<file path="config.mk">
export PLATFORM = sky130hd
export DESIGN_NAME = branch_comparator_seq_flat
export DESIGN_NICKNAME = d
export VERILOG_FILES = /design/src/rtl/branch_comparator_seq_if.sv /design/src/rtl/branch_comparator_seq.sv /design/src/flat_wrapper.sv
export SDC_FILE = /design/constraint.sdc
export NUM_CORES = 1
export LEC_CHECK = 0
export CELL_PAD_IN_SITES_DETAIL_PLACEMENT = 1
export CELL_PAD_IN_SITES_GLOBAL_PLACEMENT = 1
export CORE_MARGIN = 2
export CORE_UTILIZATION = 45
export DETAILED_ROUTE_END_ITERATION = 12
export PLACE_DENSITY = 0.95
export SYNTH_ARGS = -nofsm -noshare
export SYNTH_HDL_FRONTEND = slang
export SYNTH_SLANG_ARGS = --single-unit
</file>
<file path="constraint.sdc">
create_clock -name clk_i -period 4.6 [get_ports clk_i]
set_input_delay 0.69 -clock clk_i [delete_from_list [all_inputs] [get_ports clk_i]]
set_output_delay 0.69 -clock clk_i [all_outputs]
set_load 0.01 [all_outputs]
</file>
<file path="src/rtl/branch_comparator_seq_if.sv">
// branch_comparator_seq_if: request/result bundle between the control FSM and the sliced branch comparator.
interface branch_comparator_seq_if #(parameter int WIDTH = 32);
  logic             start_i;
  logic [WIDTH-1:0] a_i;
  logic [WIDTH-1:0] b_i;
  logic [2:0]       op_i;
  logic             ready_o;
  logic             valid_o;
  logic             r_o;
  modport master (output start_i, a_i, b_i, op_i, input ready_o, valid_o, r_o);
  modport slave  (input start_i, a_i, b_i, op_i, output ready_o, valid_o, r_o);
endinterface

</file>
<file path="src/rtl/branch_comparator_seq.sv">
// branch_comparator_seq: multi-cycle RV32I branch condition evaluator, SLICE bits per cycle, MSB first.
// Optional BRCMP_EARLY_EXIT_EN finishes as soon as the first differing slice decides the result.
module branch_comparator_seq #(
  parameter int WIDTH = 32,
  parameter int SLICE = 8
) (
  input logic clk_i,
  input logic rst_i,
  branch_comparator_seq_if.slave bus
);
  localparam int N  = WIDTH / SLICE;
  localparam int IW = N > 1 ? $clog2(N) : 1;
  if (SLICE < 1 || SLICE > WIDTH || WIDTH % SLICE != 0) begin : g_bad_params
    $error("branch_comparator_seq: WIDTH must be a nonzero multiple of SLICE");
  end
  typedef enum logic [1:0] {IDLE, CMP, DONE} state_t;
  state_t           state_q, state_d;
  logic [WIDTH-1:0] a_q, a_d, b_q, b_d, a_x, b_x, sign_mask;
  logic [2:0]       op_q, op_d;
  logic [IW-1:0]    idx_q, idx_d;
  logic [SLICE-1:0] sa, sb;
  logic             eq_q, eq_d, lt_q, lt_d;
  logic             ready_q, ready_d, valid_q, valid_d, r_q, r_d;
  logic             differ, last;
  // Flipping the sign bit turns a signed compare into an unsigned one.
  assign sign_mask = {WIDTH{op_q[2] & ~op_q[1]}} & (WIDTH'(1) << (WIDTH - 1));
  assign a_x    = a_q ^ sign_mask;
  assign b_x    = b_q ^ sign_mask;
  assign sa     = a_x[idx_q*SLICE +: SLICE];
  assign sb     = b_x[idx_q*SLICE +: SLICE];
  assign differ = eq_q && (sa != sb);
`ifdef BRCMP_EARLY_EXIT_EN
  assign last   = (idx_q == '0) || differ;
`else
  assign last   = (idx_q == '0);
`endif
  assign bus.ready_o = ready_q;
  assign bus.valid_o = valid_q;
  assign bus.r_o     = r_q;
  always_comb begin
    state_d = state_q;
    a_d     = a_q;
    b_d     = b_q;
    op_d    = op_q;
    idx_d   = idx_q;
    eq_d    = eq_q;
    lt_d    = lt_q;
    valid_d = 1'b0;
    r_d     = r_q;
    if (ready_q && bus.start_i) begin
      a_d     = bus.a_i;
      b_d     = bus.b_i;
      op_d    = bus.op_i;
      eq_d    = 1'b1;
      lt_d    = 1'b0;
      idx_d   = IW'(N - 1);
      state_d = CMP;
    end else if (state_q == CMP) begin
      eq_d    = differ ? 1'b0 : eq_q;
      lt_d    = differ ? (sa < sb) : lt_q;
      idx_d   = last ? idx_q : idx_q - 1'b1;
      state_d = last ? DONE : CMP;
      valid_d = last;
      r_d     = last ? (op_q[2] ? (lt_d ^ op_q[0]) : (~op_q[1] & (eq_d ^ op_q[0]))) : r_q;
    end else begin
      state_d = IDLE;
    end
    ready_d = (state_d != CMP);
  end
  always_ff @(posedge clk_i or posedge rst_i) begin
    if (rst_i) begin
      state_q <= IDLE;
      a_q     <= '0;
      b_q     <= '0;
      op_q    <= '0;
      idx_q   <= IW'(N - 1);
      eq_q    <= 1'b1;
      lt_q    <= 1'b0;
      ready_q <= 1'b1;
      valid_q <= 1'b0;
      r_q     <= 1'b0;
    end else begin
      state_q <= state_d;
      a_q     <= a_d;
      b_q     <= b_d;
      op_q    <= op_d;
      idx_q   <= idx_d;
      eq_q    <= eq_d;
      lt_q    <= lt_d;
      ready_q <= ready_d;
      valid_q <= valid_d;
      r_q     <= r_d;
    end
  end
endmodule

</file>
<file path="src/flat_wrapper.sv">
// flat-port wrapper written by rule: the top's interface ports become plain ports
module branch_comparator_seq_flat 
#(
  parameter int WIDTH = 32,
  parameter int SLICE = 8
)
  (clk_i, rst_i, bus_start_i, bus_a_i, bus_b_i, bus_op_i, bus_ready_o, bus_valid_o, bus_r_o);
  branch_comparator_seq_if #(.WIDTH(WIDTH)) bus_i ();
  input logic clk_i;
  input logic rst_i;
  input wire logic [$bits(bus_i.start_i)-1:0] bus_start_i;
  input wire logic [$bits(bus_i.a_i)-1:0] bus_a_i;
  input wire logic [$bits(bus_i.b_i)-1:0] bus_b_i;
  input wire logic [$bits(bus_i.op_i)-1:0] bus_op_i;
  output wire logic [$bits(bus_i.ready_o)-1:0] bus_ready_o;
  output wire logic [$bits(bus_i.valid_o)-1:0] bus_valid_o;
  output wire logic [$bits(bus_i.r_o)-1:0] bus_r_o;
  assign bus_i.start_i = bus_start_i;
  assign bus_i.a_i = bus_a_i;
  assign bus_i.b_i = bus_b_i;
  assign bus_i.op_i = bus_op_i;
  assign bus_ready_o = bus_i.ready_o;
  assign bus_valid_o = bus_i.valid_o;
  assign bus_r_o = bus_i.r_o;
  branch_comparator_seq #(.WIDTH(WIDTH), .SLICE(SLICE)) u_core (.clk_i(clk_i), .rst_i(rst_i), .bus(bus_i));
endmodule
</file>
Word level (Yosys, flattened, before mapping) --
Index checks and enable logic that the tools add are counted.
Cells by class: $add $sub $neg 1, order comparisons 1, eq/ne operators 4, shift operators 2, multiplexer cells 15, bitwise gates (word level) 8, reductions and logical operators 6
Operator list (count):
- indexed part select 32 x 6 -> 8 bit | 2
- XOR 32 bit | 2
- 2-to-1 mux 2 bit | 6
- 2-to-1 mux 1 bit | 9
- less-than comparator 8 bit | 1
- inequality test 8 bit | 1
- AND reduction 3 bit | 1
- AND 1 bit | 2
- equality test 2 x 1 -> 1 bit (second input constant) | 1
- logical AND 1 bit | 2
- logical NOT 2 bit | 1
- inequality test 2 x 1 -> 1 bit (second input constant) | 1
- inequality test 2 bit (second input constant) | 1
- NOT 1 bit | 2
- AND reduction 2 bit | 1
- nonzero test 2 bit | 1
- subtractor 2 x 1 -> 2 bit (second input constant) | 1
- XOR 1 bit | 2
Word-level totals: register bits after elaboration 76, input bits 70, word-level logic and storage cells 47

Longest topological paths before layout --
depth after elaboration 10, gate-level depth with buffers 10, depth with buffers taken out 10

Worst setup path before layout --
OpenSTA, ideal clock, no wires.
kind register to register, start point register u_core.idx_q[0], end point register u_core.r_q, in the netlist u_core.bus.r_o, setup time 92 ps, arrival time 2497 ps, data required time 4508 ps, slack 2011 ps, cell stages (with the launch flop) 10, buffers on the path 2, cells stage by stage dfstp_2 > buf_4 > buf_6 > mux4_2 > ha_1 > a41o_1 > a21oi_2 > nand2b_1 > o21a_1 > o31ai_2
Between the ends: cells in the longest elaborated chain, start to end 7
RTL lines:
- start, declared | line branch_comparator_seq.sv:20 | logic [IW-1:0] idx_q, idx_d;
- start signal, assigned | line branch_comparator_seq.sv:76 | idx_q <= IW'(N - 1);
- start signal, assigned | line branch_comparator_seq.sv:87 | idx_q <= idx_d;
- parallel branches: the longest is 7 deep, another holds less-than comparator 8 bit
- end signal, assigned | line branch_comparator_seq.sv:92 | r_q <= r_d;
- end, declared | line branch_comparator_seq.sv:23 | logic ready_q, ready_d, valid_q, valid_d, r_q, r_d;
Several ways; the timed one is not identified. A chain may end at the register's enable or synchronous reset.

Worst setup path after layout --
start point register u_core.idx_q[0], end point register u_core.lt_q
Between the ends: cells in the longest elaborated chain, start to end 6
RTL lines:
- parallel branches: the longest is 3 deep, another holds less-than comparator 8 bit
- 2-to-1 mux 1 bit (*) | line branch_comparator_seq.sv:60 | lt_d = differ ? (sa < sb) : lt_q;
- 2-to-1 mux 1 bit (*) | line branch_comparator_seq.sv:58 | end else if (state_q == CMP) begin
- 2-to-1 mux 1 bit (*) | line branch_comparator_seq.sv:50 | if (ready_q && bus.start_i) begin
- end signal, assigned | line branch_comparator_seq.sv:89 | lt_q <= lt_d;
- end, declared | line branch_comparator_seq.sv:22 | logic eq_q, eq_d, lt_q, lt_d;
Every way passes the cells marked *. The select of a mux whose other input is x is not followed.

==> impl_results.md <==
- Post-CTS repair timing setup buffer count: 0
- Power share of the sequential group: 0.398
- Peak supply drop: 287 uV
- Detailed Route Iter0 Violations: 65
- Worst clock skew: 0.00843 ns
- Class of the most critical setup path: reg2reg
- Leakage power figure: 1.91 nW
- Maximum net fanout on the critical path: 16
- Met2 track demand over resource in global routing: 0.386
- Synthesized netlist cell count: 232
- Routed length per placed instance: 20.3 microns
- Critical path launch point type: register
- Area of placed instances: 4300 sq um
- Worst-case clock buffer depth: 2
- Synthesis warning total: 0
- Number of hold violations in the final report: 0
- Final Cycle Share: 0.653
- Leftover overflow at the end of global routing: 0
- Area share of the leading cell type in the synthesized netlist: 0.509
- Dpl cells: 398
- Design area: 4490 sq um
- Least setup slack across all paths after layout: 1.59 ns
- Total CTS buffers: 9
- Clock edge transition at the registers on the reported setup and hold paths: 0.07 ns
- Number of cells on the worst hold path: 1
- Comb power frac: 0.447
- Number of iterations in the first detailed-routing pass: 4
- Count of boundary I/O pins: 73
- Std-Cell Rows: 32
- Highest-utilization routing layer at the global route stage: met2
- Cell type with the highest aggregate area in the netlist: sky130_fd_sc_hd__dfrtp_1
- Hold buffer count at CTS: 0
- Fmax: 333 MHz
- Pint: 2.10 mW
- Global routing usage summed across all routing layers: 0.217
- Vias per Instance: 5.41
- Wire length of the first global-routing pass: 13,700 microns
- Time the worst path needs with I/O delays and setup: 3.01 ns
- Sequential cell area fraction in the yosys report: 0.539
- Antenna violations before repair: 0
- Die span in y: 92.1 microns
- Count of cell types in the netlist: 33
- Type of destination of the critical path: register
- Layout overhead on the synthesized area: 28.6%
- Maxcap violations: 0
- Worst reg-to-reg path cell count: 7
- Clk Tree Root Cell: sky130_fd_sc_hd__clkbuf_8
- Number of remaining DRC errors: 0
- Type of the tightest min-delay check: reg2reg
- Number of register bits inferred by synthesis: 75
- Net Switching: 1.14 mW
- Fraction of power spent switching nets: 0.352
- Total wire length: 8390 microns
- Outcome: completed
- Net count of the mapped netlist: 311
- Clock share of power: 0.155
- Final design utilization: 0.590
- Setup WS pre-CTS: 1.66 ns
- Std-Cell Core Area: 7610 sq um
- Total Die Area: 8480 sq um
- Worst hold slack across all endpoints: 0.505 ns
- Unrepaired setup endpoints after global routing: no
- Number of antenna diodes: 0
- TritonCTS clock tree: done
- Final layout net count: 386
- Clk sink count: 75
- Routability cong.: 0.750
- Layout cells sized above 1: 0.353
- Required arrival time at the worst endpoint: 4.81 ns
- Post-synthesis cell area: 3490 sq um
- Final standard cell count with taps included and fillers excluded: 414
- Pin count of the biggest net entering global routing: 49
- Floorplan die width: 92.1 microns
- Fin. max-slew vios: 0
- H-tree Lvls: 3
- Post-Syn Area per Cell: 15.1 sq um
- Arrival time at the worst endpoint: 3.22 ns
- Setup TNS: 0 ns
- Worst slew slack as a fraction of its limit: 0.320
- Final ANT Viol Nets: 0
- Grt met3 use: 0.0567
- Final HPWL DP: 6010 microns
- Port Buffer Count: 72
- Initial core utilization: 0.459
- Clock network latency to the later pin of the worst-skew pair: 0.35 ns
- Slew at the pin closest to its max-slew limit: 1.02 ns
- Number of gates resized after cts: 0
- Dominant cells by area after synthesis: sky130_fd_sc_hd__dfrtp_1, sky130_fd_sc_hd__mux2_2, sky130_fd_sc_hd__mux4_2
- Total power: 3.24 mW
- Via count of the first global-routing pass: 2,637
- Vias: 2,240
- Fraction of met1 tracks used by global routing: 0.245
- Number of failing setup endpoints in the final timing report: 0
- Total power per unit cell area: 722 nW/um^2
## state kept, by name, summed over array words and instances (netlist names)
register	cells
u_core.a_q	32
u_core.b_q	32
u_core.bus.r_o	1
u_core.bus.ready_o	1
u_core.eq_q	1
u_core.idx_q	2
u_core.lt_q	1
u_core.op_q	3
u_core.state_q	2
## path summary, 6_finish.rpt
kind	start	slack (ns)	endpoint
worst min-delay path	u_core.a_q[18]	0.51	u_core.a_q[18]
worst max register to register	u_core.idx_q[0]	1.59	u_core.lt_q
worst max-delay path	u_core.idx_q[0]	1.59	u_core.lt_q
min in group asynchronous	rst_i	0.90	u_core.a_q[25]
max in group asynchronous	rst_i	2.75	u_core.a_q[8]
worst min register to register	u_core.a_q[18]	0.51	u_core.a_q[18]
## cells in the mapped netlist
| master | n |
|---|---|
| sky130_fd_sc_hd__nand4_1 | 1 |
| sky130_fd_sc_hd__a21oi_2 | 1 |
| sky130_fd_sc_hd__nand2_1 | 6 |
| sky130_fd_sc_hd__nand3_1 | 2 |
| sky130_fd_sc_hd__nand4_2 | 1 |
| sky130_fd_sc_hd__and2_1 | 1 |
| sky130_fd_sc_hd__o2111ai_1 | 1 |
| sky130_fd_sc_hd__a2bb2oi_1 | 1 |
| sky130_fd_sc_hd__nor2b_1 | 2 |
| sky130_fd_sc_hd__o21a_1 | 1 |
| sky130_fd_sc_hd__buf_2 | 9 |
| sky130_fd_sc_hd__ha_1 | 9 |
| sky130_fd_sc_hd__a41o_1 | 1 |
| sky130_fd_sc_hd__a21oi_1 | 4 |
| sky130_fd_sc_hd__o31ai_2 | 1 |
| sky130_fd_sc_hd__nand4b_1 | 1 |
| sky130_fd_sc_hd__dfrtp_1 | 71 |
| sky130_fd_sc_hd__dfstp_2 | 4 |
| sky130_fd_sc_hd__o21ai_0 | 3 |
| sky130_fd_sc_hd__mux4_2 | 16 |
| sky130_fd_sc_hd__xor2_1 | 3 |
| sky130_fd_sc_hd__o21ai_2 | 1 |
| sky130_fd_sc_hd__nand2b_1 | 2 |
| sky130_fd_sc_hd__inv_1 | 14 |
| sky130_fd_sc_hd__xnor2_1 | 1 |
| sky130_fd_sc_hd__a22oi_1 | 1 |
| sky130_fd_sc_hd__a21o_1 | 1 |
| sky130_fd_sc_hd__nor3_1 | 2 |
| sky130_fd_sc_hd__o211ai_1 | 1 |
| sky130_fd_sc_hd__a21o_2 | 1 |
| sky130_fd_sc_hd__buf_6 | 1 |
| sky130_fd_sc_hd__mux2_2 | 67 |
| sky130_fd_sc_hd__buf_4 | 1 |
## critical path: stages (launching register included)
cell and delay, ns:
sky130_fd_sc_hd__dfstp_2 0.90, sky130_fd_sc_hd__mux4_2 0.58, sky130_fd_sc_hd__ha_1 0.36, sky130_fd_sc_hd__nand4_1 0.25, sky130_fd_sc_hd__o21ai_2 0.28, sky130_fd_sc_hd__nand2b_1 0.18, sky130_fd_sc_hd__a2bb2oi_1 0.21, sky130_fd_sc_hd__a21oi_1 0.10
## cells by family (layout without fill, tap and decap cells)
group           Yosys count  count (layout)  synth area share
compound gates           18              18            0.0376
xor+xnor                  4               4            0.0100
fa+ha+maj                 9               9            0.0322
buf+inv                  25             105            0.0333
flops                    75              75             0.539
mux                      83              83             0.319
simple gates             18              18            0.0290
## power by group through the flow
| stage | sequential [mW] | clock (mW) | combinational, mW |
|---|---|---|---|
| after floorplan | 1.13 | 0 | 1.16 |
| after global placement | 1.26 | 0 | 1.30 |
| after detailed placement | 1.29 | 0 | 1.42 |
| after CTS | 1.29 | 0.510 | 1.46 |
| after global routing | 1.34 | 0.542 | 1.56 |
| final | 1.29 | 0.503 | 1.45 |
## cell type report
| type | count | area [sq um] |
|---|---|---|
| Sequential cell | 75 | 1880 |
| Multi-Input combinational cell | 132 | 1500 |
| Clock buffer | 13 | 149 |
| Fill cell | 717 | 3120 |
| Tap cell | 102 | 128 |
| Inverter | 14 | 52.6 |
| Clock inverter | 3 | 40.0 |
| Timing Repair Buffer | 75 | 743 |
## layout by cell type, fill, tap and decap left out, drive strengths merged, types with 3 or more instances in the layout
| cell type | n |
|---|---|
| o21ai | 4 |
| mux4 | 16 |
| ha | 9 |
| clkdlybuf4s50 | 72 |
| mux2 | 67 |
| a21oi | 5 |
| inv | 14 |
| buf | 3 |
| dfrtp | 71 |
| dfstp | 4 |
| clkbuf | 13 |
| xor2 | 3 |
| nand2 | 6 |
## routing by layer
layer / wire (microns) / up-vias
met5: 0 / -
met4: 271 / 0
met3: 352 / 24
met2: 4540 / 64
met1: 3230 / 1160
li1: - / 992
Note: power is estimated with default switching activity, not from simulation.
